**config.mk**
```make
export PLATFORM = sky130hd
export DESIGN_NAME = eth_unpacker
export DESIGN_NICKNAME = d
export VERILOG_FILES = /design/src/rtl/eth_pkg.sv /design/src/rtl/crc32.sv /design/src/rtl/eth_unpacker.sv
export SDC_FILE = /design/constraint.sdc
export NUM_CORES = 1
export LEC_CHECK = 0
export ABC_CLOCK_PERIOD_IN_PS = 4500
export CAP_MARGIN = 0
export CORE_ASPECT_RATIO = 0.9
export CORE_MARGIN = 5
export CORE_UTILIZATION = 55
export CTS_CLUSTER_DIAMETER = 120
export DETAILED_ROUTE_END_ITERATION = 6
export PLACE_DENSITY = 0.81
export SLEW_MARGIN = 30
export SYNTH_ARGS = -nofsm -noshare
export SYNTH_HDL_FRONTEND = slang
export SYNTH_SLANG_ARGS = --single-unit
```
**constraint.sdc**
```tcl
create_clock -name clk -period 4.5 [get_ports clk]
set_input_delay 1.125 -clock clk [delete_from_list [all_inputs] [get_ports clk]]
set_output_delay 1.125 -clock clk [all_outputs]
set_load 0.01 [all_outputs]
```
**src/rtl/eth_pkg.sv**
```systemverilog
// Shared RMII framing definitions for eth_packer / eth_unpacker: field lengths,
// preamble/SFD dibits, receiver state encoding and the CRC-32 dibit step.
package eth_pkg;

    localparam int ETH_PRE_MIN_DIBITS = 8;
    localparam int ETH_ADDR_DIBITS    = 24;
    localparam int ETH_LEN_DIBITS     = 8;
    localparam int ETH_DATA_DIBITS    = 20;
    localparam int ETH_CRC_DIBITS     = 16;

    localparam logic [1:0]  DIBIT_PREAMBLE  = 2'b01;
    localparam logic [1:0]  DIBIT_SFD       = 2'b11;
    localparam logic [1:0]  DIBIT_BCAST     = 2'b11;
    localparam logic [12:0] CNT_MAX         = 13'h1FFF;
    localparam logic [31:0] CRC32_POLY_REFL = 32'hEDB8_8320;
    localparam logic [31:0] CRC32_INIT      = 32'hFFFF_FFFF;

    typedef enum logic [2:0] {
        ST_WAIT_QUIET = 3'd0,
        ST_IDLE       = 3'd1,
        ST_PREAMBLE   = 3'd2,
        ST_DEST_ADDR  = 3'd3,
        ST_SRC_ADDR   = 3'd4,
        ST_LENGTH     = 3'd5,
        ST_DATA       = 3'd6,
        ST_FCS        = 3'd7
    } eth_state_t;

    // Reflected CRC-32 advanced by one dibit; rxd[0] is the earlier bit on the wire.
    function automatic logic [31:0] crc32_dibit(input logic [31:0] crc, input logic [1:0] d);
        logic [31:0] c;
        c = crc;
        for (int i = 0; i < 2; i++) begin
            if (c[0] ^ d[i]) begin
                c = (c >> 1) ^ CRC32_POLY_REFL;
            end else begin
                c = c >> 1;
            end
        end
        return c;
    endfunction

    // FCS dibit k lands at {b+1,b}: bytes reversed, bits LSB-first within a byte.
    function automatic logic [4:0] fcs_bit_pos(input logic [3:0] k);
        return 5'd24 - {k[3:2], 3'b000} + {2'b00, k[1:0], 1'b0};
    endfunction

endpackage

```
**src/rtl/crc32.sv**
```systemverilog
// Dibit-serial Ethernet CRC-32; axiod presents the FCS byte-swapped so it can be
// compared directly against a received FCS assembled in wire order.
module crc32
    import eth_pkg::*;
(
    input  logic        clk,
    input  logic        rst,
    input  logic        axiiv,
    input  logic [1:0]  axiid,
    output logic        axiov,
    output logic [31:0] axiod
);
    logic [31:0] crc_q, crc_d;
    logic        axiov_q;

    // Next CRC state: advance only on valid dibits.
    always_comb begin
        if (axiiv) begin
            crc_d = crc32_dibit(crc_q, axiid);
        end else begin
            crc_d = crc_q;
        end
    end

    // CRC register and one-cycle-delayed valid.
    always_ff @(posedge clk) begin
        if (rst) begin
            crc_q   <= CRC32_INIT;
            axiov_q <= 1'b0;
        end else begin
            crc_q   <= crc_d;
            axiov_q <= axiiv;
        end
    end

    assign axiov = axiov_q;
    assign axiod = {~crc_q[7:0], ~crc_q[15:8], ~crc_q[23:16], ~crc_q[31:24]};

endmodule

```
**src/rtl/eth_unpacker.sv**
```systemverilog
// Receive-side RMII framer: locks on preamble/SFD, skips the header, streams the
// payload dibits and checks the trailing FCS against a local CRC-32.
module eth_unpacker
    import eth_pkg::*;
#(
    parameter int PRE_MIN_DIBITS = ETH_PRE_MIN_DIBITS,
    parameter int ADDR_DIBITS    = ETH_ADDR_DIBITS,
    parameter int LEN_DIBITS     = ETH_LEN_DIBITS,
    parameter int DATA_DIBITS    = ETH_DATA_DIBITS,
    parameter int CRC_DIBITS     = ETH_CRC_DIBITS
) (
    input  logic       clk,
    input  logic       rst,
    input  logic       crsdv,
    input  logic [1:0] rxd,
    output logic       axiov,
    output logic [1:0] axiod,
    output logic       dest_ok,
    output logic       frame_done,
    output logic       crc_ok,
    output logic       frame_err
);
    eth_state_t  state_q, state_d;
    logic [12:0] cnt_q, cnt_d;
    logic        axiov_q, axiov_d;
    logic [1:0]  axiod_q, axiod_d;
    logic        dest_ok_q, dest_ok_d;
    logic        frame_done_q, frame_done_d;
    logic        crc_ok_q, crc_ok_d;
    logic        frame_err_q, frame_err_d;
    logic [31:0] rx_fcs_q, rx_fcs_d;
    logic [31:0] crc_cap_q, crc_cap_d;

    logic        in_body_s, crc_in_v_s, crc_rst_s, crc_out_v_s;
    logic [31:0] crc_out_s, crc_ref_s;
    logic [4:0]  fcs_pos_s;
    logic [12:0] cnt_inc_s;

    assign in_body_s  = (state_q inside {ST_DEST_ADDR, ST_SRC_ADDR, ST_LENGTH, ST_DATA, ST_FCS});
    assign crc_in_v_s = crsdv && (state_q inside {ST_DEST_ADDR, ST_SRC_ADDR, ST_LENGTH, ST_DATA});
    assign crc_rst_s  = rst || !in_body_s;
    assign fcs_pos_s  = fcs_bit_pos(cnt_q[3:0]);
    assign cnt_inc_s  = cnt_q + 13'd1;
    // The CRC settles one cycle after the last data dibit, i.e. on the first FCS cycle.
    assign crc_ref_s  = ((cnt_q == 13'd0) && crc_out_v_s) ? crc_out_s : crc_cap_q;

    crc32 u_crc32 (
        .clk   (clk),
        .rst   (crc_rst_s),
        .axiiv (crc_in_v_s),
        .axiid (rxd),
        .axiov (crc_out_v_s),
        .axiod (crc_out_s)
    );

    // Frame state machine and next values of all registered outputs.
    always_comb begin
        state_d      = state_q;
        cnt_d        = cnt_q;
        axiov_d      = 1'b0;
        axiod_d      = 2'b00;
        dest_ok_d    = dest_ok_q;
        frame_done_d = 1'b0;
        crc_ok_d     = 1'b0;
        frame_err_d  = 1'b0;
        rx_fcs_d     = rx_fcs_q;
        crc_cap_d    = crc_cap_q;
        if (in_body_s && !crsdv) begin
            frame_err_d = 1'b1;
            state_d     = ST_IDLE;
            cnt_d       = 13'd0;
        end else begin
            case (state_q)
                ST_WAIT_QUIET: begin
                    if (!crsdv) begin
                        state_d = ST_IDLE;
                        cnt_d   = 13'd0;
                    end else begin
                        state_d = ST_WAIT_QUIET;
                    end
                end
                ST_IDLE: begin
                    if (crsdv && (rxd == DIBIT_PREAMBLE)) begin
                        state_d = ST_PREAMBLE;
                        cnt_d   = 13'd1;
                    end else begin
                        state_d = ST_IDLE;
                    end
                end
                ST_PREAMBLE: begin
                    if (crsdv && (rxd == DIBIT_PREAMBLE)) begin
                        cnt_d = (cnt_q == CNT_MAX) ? cnt_q : cnt_inc_s;
                    end else if (crsdv && (rxd == DIBIT_SFD) && (cnt_q >= 13'(PRE_MIN_DIBITS))) begin
                        state_d   = ST_DEST_ADDR;
                        cnt_d     = 13'd0;
                        dest_ok_d = 1'b1;
                    end else begin
                        state_d = ST_WAIT_QUIET;
                        cnt_d   = 13'd0;
                    end
                end
                ST_DEST_ADDR: begin
                    if (rxd != DIBIT_BCAST) begin
                        dest_ok_d = 1'b0;
                    end else begin
                        dest_ok_d = dest_ok_q;
                    end
                    if (cnt_q == 13'(ADDR_DIBITS - 1)) begin
                        state_d = ST_SRC_ADDR;
                        cnt_d   = 13'd0;
                    end else begin
                        cnt_d = cnt_inc_s;
                    end
                end
                ST_SRC_ADDR: begin
                    if (cnt_q == 13'(ADDR_DIBITS - 1)) begin
                        state_d = ST_LENGTH;
                        cnt_d   = 13'd0;
                    end else begin
                        cnt_d = cnt_inc_s;
                    end
                end
                ST_LENGTH: begin
                    if (cnt_q == 13'(LEN_DIBITS - 1)) begin
                        state_d = ST_DATA;
                        cnt_d   = 13'd0;
                    end else begin
                        cnt_d = cnt_inc_s;
                    end
                end
                ST_DATA: begin
                    axiov_d = 1'b1;
                    axiod_d = rxd;
                    if (cnt_q == 13'(DATA_DIBITS - 1)) begin
                        state_d = ST_FCS;
                        cnt_d   = 13'd0;
                    end else begin
                        cnt_d = cnt_inc_s;
                    end
                end
                ST_FCS: begin
                    rx_fcs_d[fcs_pos_s +: 2] = rxd;
                    if (cnt_q == 13'd0) begin
                        crc_cap_d = crc_ref_s;
                    end else begin
                        crc_cap_d = crc_cap_q;
                    end
                    if (cnt_q == 13'(CRC_DIBITS - 1)) begin
                        frame_done_d = 1'b1;
                        crc_ok_d     = (rx_fcs_d == crc_ref_s);
                        state_d      = ST_WAIT_QUIET;
                        cnt_d        = 13'd0;
                    end else begin
                        cnt_d = cnt_inc_s;
                    end
                end
                default: begin
                    state_d = ST_WAIT_QUIET;
                    cnt_d   = 13'd0;
                end
            endcase
        end
    end

    // State, counter, FCS capture and output registers.
    always_ff @(posedge clk) begin
        if (rst) begin
            state_q      <= ST_WAIT_QUIET;
            cnt_q        <= 13'd0;
            axiov_q      <= 1'b0;
            axiod_q      <= 2'b00;
            dest_ok_q    <= 1'b0;
            frame_done_q <= 1'b0;
            crc_ok_q     <= 1'b0;
            frame_err_q  <= 1'b0;
            rx_fcs_q     <= 32'd0;
            crc_cap_q    <= 32'd0;
        end else begin
            state_q      <= state_d;
            cnt_q        <= cnt_d;
            axiov_q      <= axiov_d;
            axiod_q      <= axiod_d;
            dest_ok_q    <= dest_ok_d;
            frame_done_q <= frame_done_d;
            crc_ok_q     <= crc_ok_d;
            frame_err_q  <= frame_err_d;
            rx_fcs_q     <= rx_fcs_d;
            crc_cap_q    <= crc_cap_d;
        end
    end

    assign axiov      = axiov_q;
    assign axiod      = axiod_q;
    assign dest_ok    = dest_ok_q;
    assign frame_done = frame_done_q;
    assign crc_ok     = crc_ok_q;
    assign frame_err  = frame_err_q;

endmodule

```
==> flow_summary.json, run 1 <==
{
  "worstSkewPairLatency_ns": 0.43,
  "cts_setup_buffers": 0,
  "multiInputGateArea_mm2": 0.00381,
  "hp-start": "rx_fcs_q[6]",
  "die_h_um": 114,
  "status": "finished, final reports clean",
  "drc": 0,
  "crit_path_start_kind": "flip-flop",
  "synth-main-ff-cell": "dfxtp_1",
  "die-area_mm2": 0.0142,
  "die_width_um": 125,
  "hold_path.class": "reg2reg",
  "cts_buffers": 17,
  "synth_compound_area_share_pct": 15.9,
  "p_leak_nw": 2.90,
  "fin_skew_ns": 0.00970,
  "hold_violations": 0,
  "drt_iter0_drc": 457,
  "place.gp.congestion": 0.894,
  "grt_max_degree": 71,
  "use_met2_pct": 40.3,
  "cp.required_ns": 4.82,
  "drive_gt1_share_pct": 7.72,
  "end_kind": "flip-flop",
  "clock_path_buffers": 2,
  "cpPeakStageDelay_ns": 0.55,
  "path_buf_inv": 2,
  "grt_pass1_wl_um": 28500,
  "combPwrFrac_pct": 5.9,
  "switchingPower_w": 0.000623,
  "viasPerCell": 6.04,
  "rsz0062_at_grt": "no",
  "cts_resized": 0,
  "numClockSinks": 120,
  "antenna_found_initial": 0,
  "cp_max_fo": 41,
  "cts.clk_slew.worst_paths_ns": 0.06,
  "synth_area_leader_cell": "dfxtp_1",
  "grt_pass1_vias": 5615,
  "grt_use_met3_pct": 4.92,
  "yosys_warnings": 0,
  "clkPwrFrac_pct": 52.1,
  "coreArea_mm2": 0.0116,
  "critical_path.top_delay_family": "simple AND/OR/NAND/NOR gates",
  "tns_ns": 0,
  "n_antenna_cell": 0,
  "cts-root-buf": "clkbuf_16",
  "yosys.area_share.simple_pct": 24.5,
  "synth_seq_cells": 120,
  "path_cells": "inv_1, ha_1, nor3b_2, nand4bb_2, buf_4, mux2i_1, or3_1, a221oi_1, nand4_1, nor4_2",
  "p_int_w": 0.00193,
  "r2r-start": "cnt_q[1]",
  "grt_usage_pct": 24.6,
  "postCtsHoldBufs": 0,
  "vias": 5867,
  "critPathKind": "reg2reg",
  "fin_area_mm2": 0.00730,
  "syn_nets": 831,
  "async_flop_share_pct": 0,
  "placed_area_mm2": 0.00673,
  "syn2layout_area_growth_pct": 11.2,
  "synth-xor-area-share_pct": 7.74,
  "drv_cap": 0,
  "hpwl_um": 11400,
  "peakVddDrop_v": 0.000277,
  "fin_util_pct": 63.1,
  "fmax_mhz": 296,
  "nets": 814,
  "nFillCells": 996,
  "h-tree-depth": 4,
  "sequentialPowerShare_pct": 42.0,
  "slew_violations": 0,
  "synth_seq_area_share_pct": 36.6,
  "slew_headroom_pct": 41.9,
  "min_period_over_period_pct": 75.2,
  "final.min_clock_period_ns": 3.38,
  "grt_busiest_layer": "met2",
  "cp_slowest_cell": "nor3b_2",
  "synth_cell_types": 60,
  "grt_overflow": 0,
  "cts_tree": "yes",
  "io_pins": 12,
  "setup_viol": 0,
  "start_util_pct": 56.7,
  "synth_cells": 821,
  "synthesis.area_mm2": 0.00657,
  "cp.arrival_ns": 3.71,
  "final_antenna_net_count": 0,
  "p_sw_share_pct": 24.4,
  "io_buffer_count": 11,
  "drt_first_pass_iters": 5,
  "powerDensity_mw_per_mm2": 350,
  "use_met1_pct": 32.2,
  "seq_area_mm2": 0.00240,
  "synth_top_family_by_area": "simple AND/OR/NAND/NOR gates",
  "synth_fa_ha_area_share_pct": 0.953,
  "syn_avg_cell_area_um2": 8.00,
  "routed_wirelength_um": 17200,
  "yosys.area.top_type_share_pct": 36.6,
  "yosys-top-cells-area": "dfxtp_1 37%, mux2i_1 8.7%, nor2_1 7.2%, xnor2_1 6.4%, nand2_1 3.9%",
  "muxShareOfSynthArea_pct": 8.86,
  "critPathLaunch": "cnt_q[1]",
  "synth_edf_count": 0,
  "tightest_slew_ns": 0.872,
  "rows": 37,
  "post_drt_wl_per_cell_um": 17.7
}
-- power groups by stage --
stage	combinational (W)	clock, W	sequential, W
3_3_place_gp	0.000145	0	0.00110
6_report	0.000151	0.00133	0.00107
2_1_floorplan	0.000117	0	0.00109
4_1_cts	0.000148	0.00134	0.00107
3_5_place_dp	0.000147	0	0.00110
5_1_grt	0.000165	0.00140	0.00107
-- layer usage --
layer / vias up / wire length, um
li1: 2816 / -
met1: 2778 / 7550
met2: 240 / 8040
met3: 33 / 1240
met4: 0 / 348
met5: - / 0
-- cell families (layout without fill, tap and decap cells) --
logic type / count (synthesis) / after routing
compound gates: 153 / 153
simple gates: 336 / 336
xor+xnor: 58 / 58
mux: 58 / 58
buf+inv: 91 / 86
flops: 120 / 120
fa+ha+maj: 5 / 5
-- cells in the final DEF (no fill, tap or decap), drive strengths merged, types with 9 or more instances in the layout --
cell / n
a211oi: 19
a21oi: 47
and3: 9
buf: 13
clkbuf: 17
clkdlybuf4s50: 10
dfxtp: 120
inv: 36
mux2i: 57
nand2: 69
nand3: 29
nor2: 126
nor2b: 12
nor3: 30
o211ai: 31
o21ai: 10
xnor2: 48
xor2: 10
-- metrics by stage --
| step | instances | total power (W) | setup slack [ns] | hold WS, ns |
|---|---|---|---|---|
| after floorplan | 821 | 0.00121 | 1.40 | 0.449 |
| after global placement | 941 | 0.00124 | 0.916 | 0.460 |
| after detailed placement | 941 | 0.00124 | 0.781 | 0.466 |
| after CTS | 972 | 0.00256 | 1.18 | 0.475 |
| after global routing | 972 | 0.00264 | 0.937 | 0.509 |
| final | 972 | 0.00255 | 1.12 | 0.478 |
-- registers in the layout, summed over array words and instances (netlist names) --
register,count
crc_cap_q,32
axiod,2
rx_fcs_q,32
state_q,3
cnt_q,13
axiov,1
u_crc32.crc_q,32
u_crc32.axiov,1
frame_done,1
dest_ok,1
crc_ok,1
frame_err,1
-- final cells by class --
cell class                      count  area share, %
Clock inverter                     14           2.06
Timing Repair Buffer               23           2.67
Multi-Input combinational cell    610           52.2
Clock buffer                       17           5.82
Tap cell                          156           2.67
Inverter                           32           1.64
Sequential cell                   120           32.9
-- worst reg2reg max path: stages (launching register included) --
cell and delay (ns):
dfxtp_1 0.31, inv_1 0.10, ha_1 0.49, nor3b_2 0.55, nand4bb_2 0.15, buf_4 0.33, mux2i_1 0.30, or3_1 0.42
a221oi_1 0.26, nand4_1 0.17, nor4_2 0.20
-- Yosys cell counts, types with 3 or more instances --
cell and n:
a211oi_1 19, a21boi_0 6, a21o_1 4, a21oi_1 47, a311oi_1 5, a31oi_1 4, and2_1 7, and3_1 9
and3b_1 6, buf_1 5, buf_2 5, clkbuf_1 48, dfxtp_1 120, ha_1 5, inv_1 32, mux2i_1 57
nand2_1 69, nand2b_1 4, nand3_1 29, nand4_1 8, nor2_1 126, nor2b_1 12, nor3_1 30, nor3b_1 5
nor4_1 5, o211a_1 5, o211ai_1 31, o21a_1 3, o21ai_0 9, o21bai_1 3, or2_2 8, or3_1 3
xnor2_1 48, xor2_1 10
-- worst paths after layout --
check                endpoint  slack [ns]  depth (start not counted)
setup / recovery       crc_ok        1.12                         10
hold / removal    rx_fcs_q[6]        0.48                          2
setup reg to reg       crc_ok        1.12                         10
hold reg to reg   rx_fcs_q[6]        0.48                          2
Power figures use the tool's default switching activity.
==> run 2: changes to the inputs <==
Settings changed: ABC_CLOCK_PERIOD_IN_PS 4500 to 3500.
Clock period 4.5 ns to 3.5 ns, I/O delays scaled along.
==> run 2 against run 1 <==
  * Core utilization increased by 1.3 points
  * Sequential power increased by 29%
  * Sequential share of layout area is 0.66 points lower
==> flow_summary.json, run 2 (same netlist as run 1, synthesis figures left out) <==
{
  "status": "finished, final reports clean",
  "drt_first_pass_iters": 5,
  "fmax_mhz": 308,
  "drc": 0,
  "hp-start": "crc_cap_q[24]",
  "min_period_over_period_pct": 92.7,
  "die_h_um": 114,
  "vias": 5985,
  "slew_violations": 0,
  "n_antenna_cell": 0,
  "cts-root-buf": "clkbuf_16",
  "rows": 37,
  "io_pins": 12,
  "final.min_clock_period_ns": 3.25,
  "hold_path.class": "reg2reg",
  "largestRegisters": "crc_cap_q: 32 flops, rx_fcs_q: 32 flops, u_crc32.crc_q: 32 flops",
  "cp.arrival_ns": 3.58,
  "io_buffer_count": 11,
  "routed_wirelength_um": 17600,
  "viasPerCell": 6.06,
  "crit_path_start_kind": "flip-flop",
  "cpPeakStageDelay_ns": 0.54,
  "grt_pass1_vias": 5409,
  "cp.required_ns": 3.83,
  "fin_util_pct": 64.4,
  "fin_skew_ns": 0.00705,
  "hpwl_um": 11900,
  "coreArea_mm2": 0.0116,
  "drive_gt1_share_pct": 9.39,
  "nFillCells": 966,
  "placed_area_mm2": 0.00683,
  "end_kind": "flip-flop",
  "mostFrequentLayoutCells": "125 x nor2_1, 120 x dfxtp_1, 69 x nand2_1, 57 x mux2i_1, 48 x xnor2_1",
  "h-tree-depth": 4,
  "grt_max_degree": 57,
  "cp_max_fo": 41,
  "path_buf_inv": 2,
  "die_width_um": 125,
  "powerDensity_mw_per_mm2": 458,
  "path_cells": "inv_1, ha_1, nor3b_2, nand4bb_2, buf_4, mux2i_1, o211ai_1, a221oi_1, nand4_1, nor4_2",
  "drv_cap": 0,
  "cts_setup_buffers": 0,
  "clock_path_buffers": 2,
  "drt_iter0_drc": 756,
  "postCtsHoldBufs": 0,
  "final_antenna_net_count": 0,
  "peakVddDrop_v": 0.000379,
  "layout_commonest_cell": "nor2_1",
  "p_leak_nw": 2.98,
  "critPathLaunch": "cnt_q[0]",
  "tns_ns": 0,
  "fin_area_mm2": 0.00745,
  "hold_violations": 0,
  "cts_buffers": 17,
  "syn2layout_area_growth_pct": 13.5,
  "grt_usage_pct": 24.7,
  "r2r-start": "cnt_q[0]",
  "grt_overflow": 0,
  "numClockSinks": 120,
  "critical_path.top_delay_family": "simple AND/OR/NAND/NOR gates",
  "start_util_pct": 56.7,
  "place.gp.congestion": 0.961,
  "cts_resized": 0,
  "grt_pass1_wl_um": 28000,
  "critPathKind": "reg2reg",
  "antenna_found_initial": 0,
  "post_drt_wl_per_cell_um": 17.8,
  "nets": 828,
  "die-area_mm2": 0.0142,
  "tightest_slew_ns": 0.826,
  "slew_headroom_pct": 44.9,
  "setup_viol": 0,
  "cts.clk_slew.worst_paths_ns": 0.06,
  "worstSkewPairLatency_ns": 0.42,
  "cp_slowest_cell": "mux2i_1",
  "rsz0062_at_grt": "no",
  "cts_tree": "yes"
}
-- run 2: power by group --
part	switching [W]	internal (W)	total [W]	leakage (nW)
combinational	0.000141	0.0000757	0.000216	1.72
clock	0.000659	0.00116	0.00182	0.296
sequential	0.00000916	0.00137	0.00138	0.968
total	0.000809	0.00261	0.00342	2.98
-- run 2: area by class of cell --
class | instances | area, um2 | share of cell area (%)
multi-input combinational | 610 | 3810 | 51.2
sequential | 120 | 2400 | 32.2
clock buffer | 19 | 453 | 6.08
timing repair buffer | 37 | 300 | 4.03
tap | 156 | 195 | 2.62
clock inverter | 13 | 166 | 2.23
inverter | 32 | 120 | 1.61
-- run 2: worst paths after layout --
check / to / depth (start not counted) / slack, ns
setup / recovery: crc_ok / 10 / 0.25
hold reg to reg: crc_cap_q[24] / 2 / 0.48
setup reg to reg: crc_ok / 10 / 0.25
hold / removal: crc_cap_q[24] / 2 / 0.48
-- run 2: through the flow --
stage | power [W] | hold slack (ns) | worst slack [ns] | instances
floorplan | 0.00155 | 0.449 | 0.398 | 821
CTS | 0.00343 | 0.485 | 0.365 | 987
finish | 0.00342 | 0.481 | 0.254 | 987
global route | 0.00353 | 0.518 | 0.00254 | 987
detailed placement | 0.00162 | 0.463 | 0.324 | 955
global placement | 0.00161 | 0.464 | 0.356 | 955
-- run 2: metal layers --
layer	GRT usage [%]	vias to the layer above	share of wire, %
met5	0	-	0
met4	11.2	0	2.9
met3	6.84	40	9.3
met2	37.8	270	44
met1	32.6	2825	44
li1	-	2850	-
-- run 2: tightest hold or removal path: stages, from the launching register on --
cell,delay (ns)
dfxtp_1,0.32
a21oi_1,0.06
nor2_1,0.07
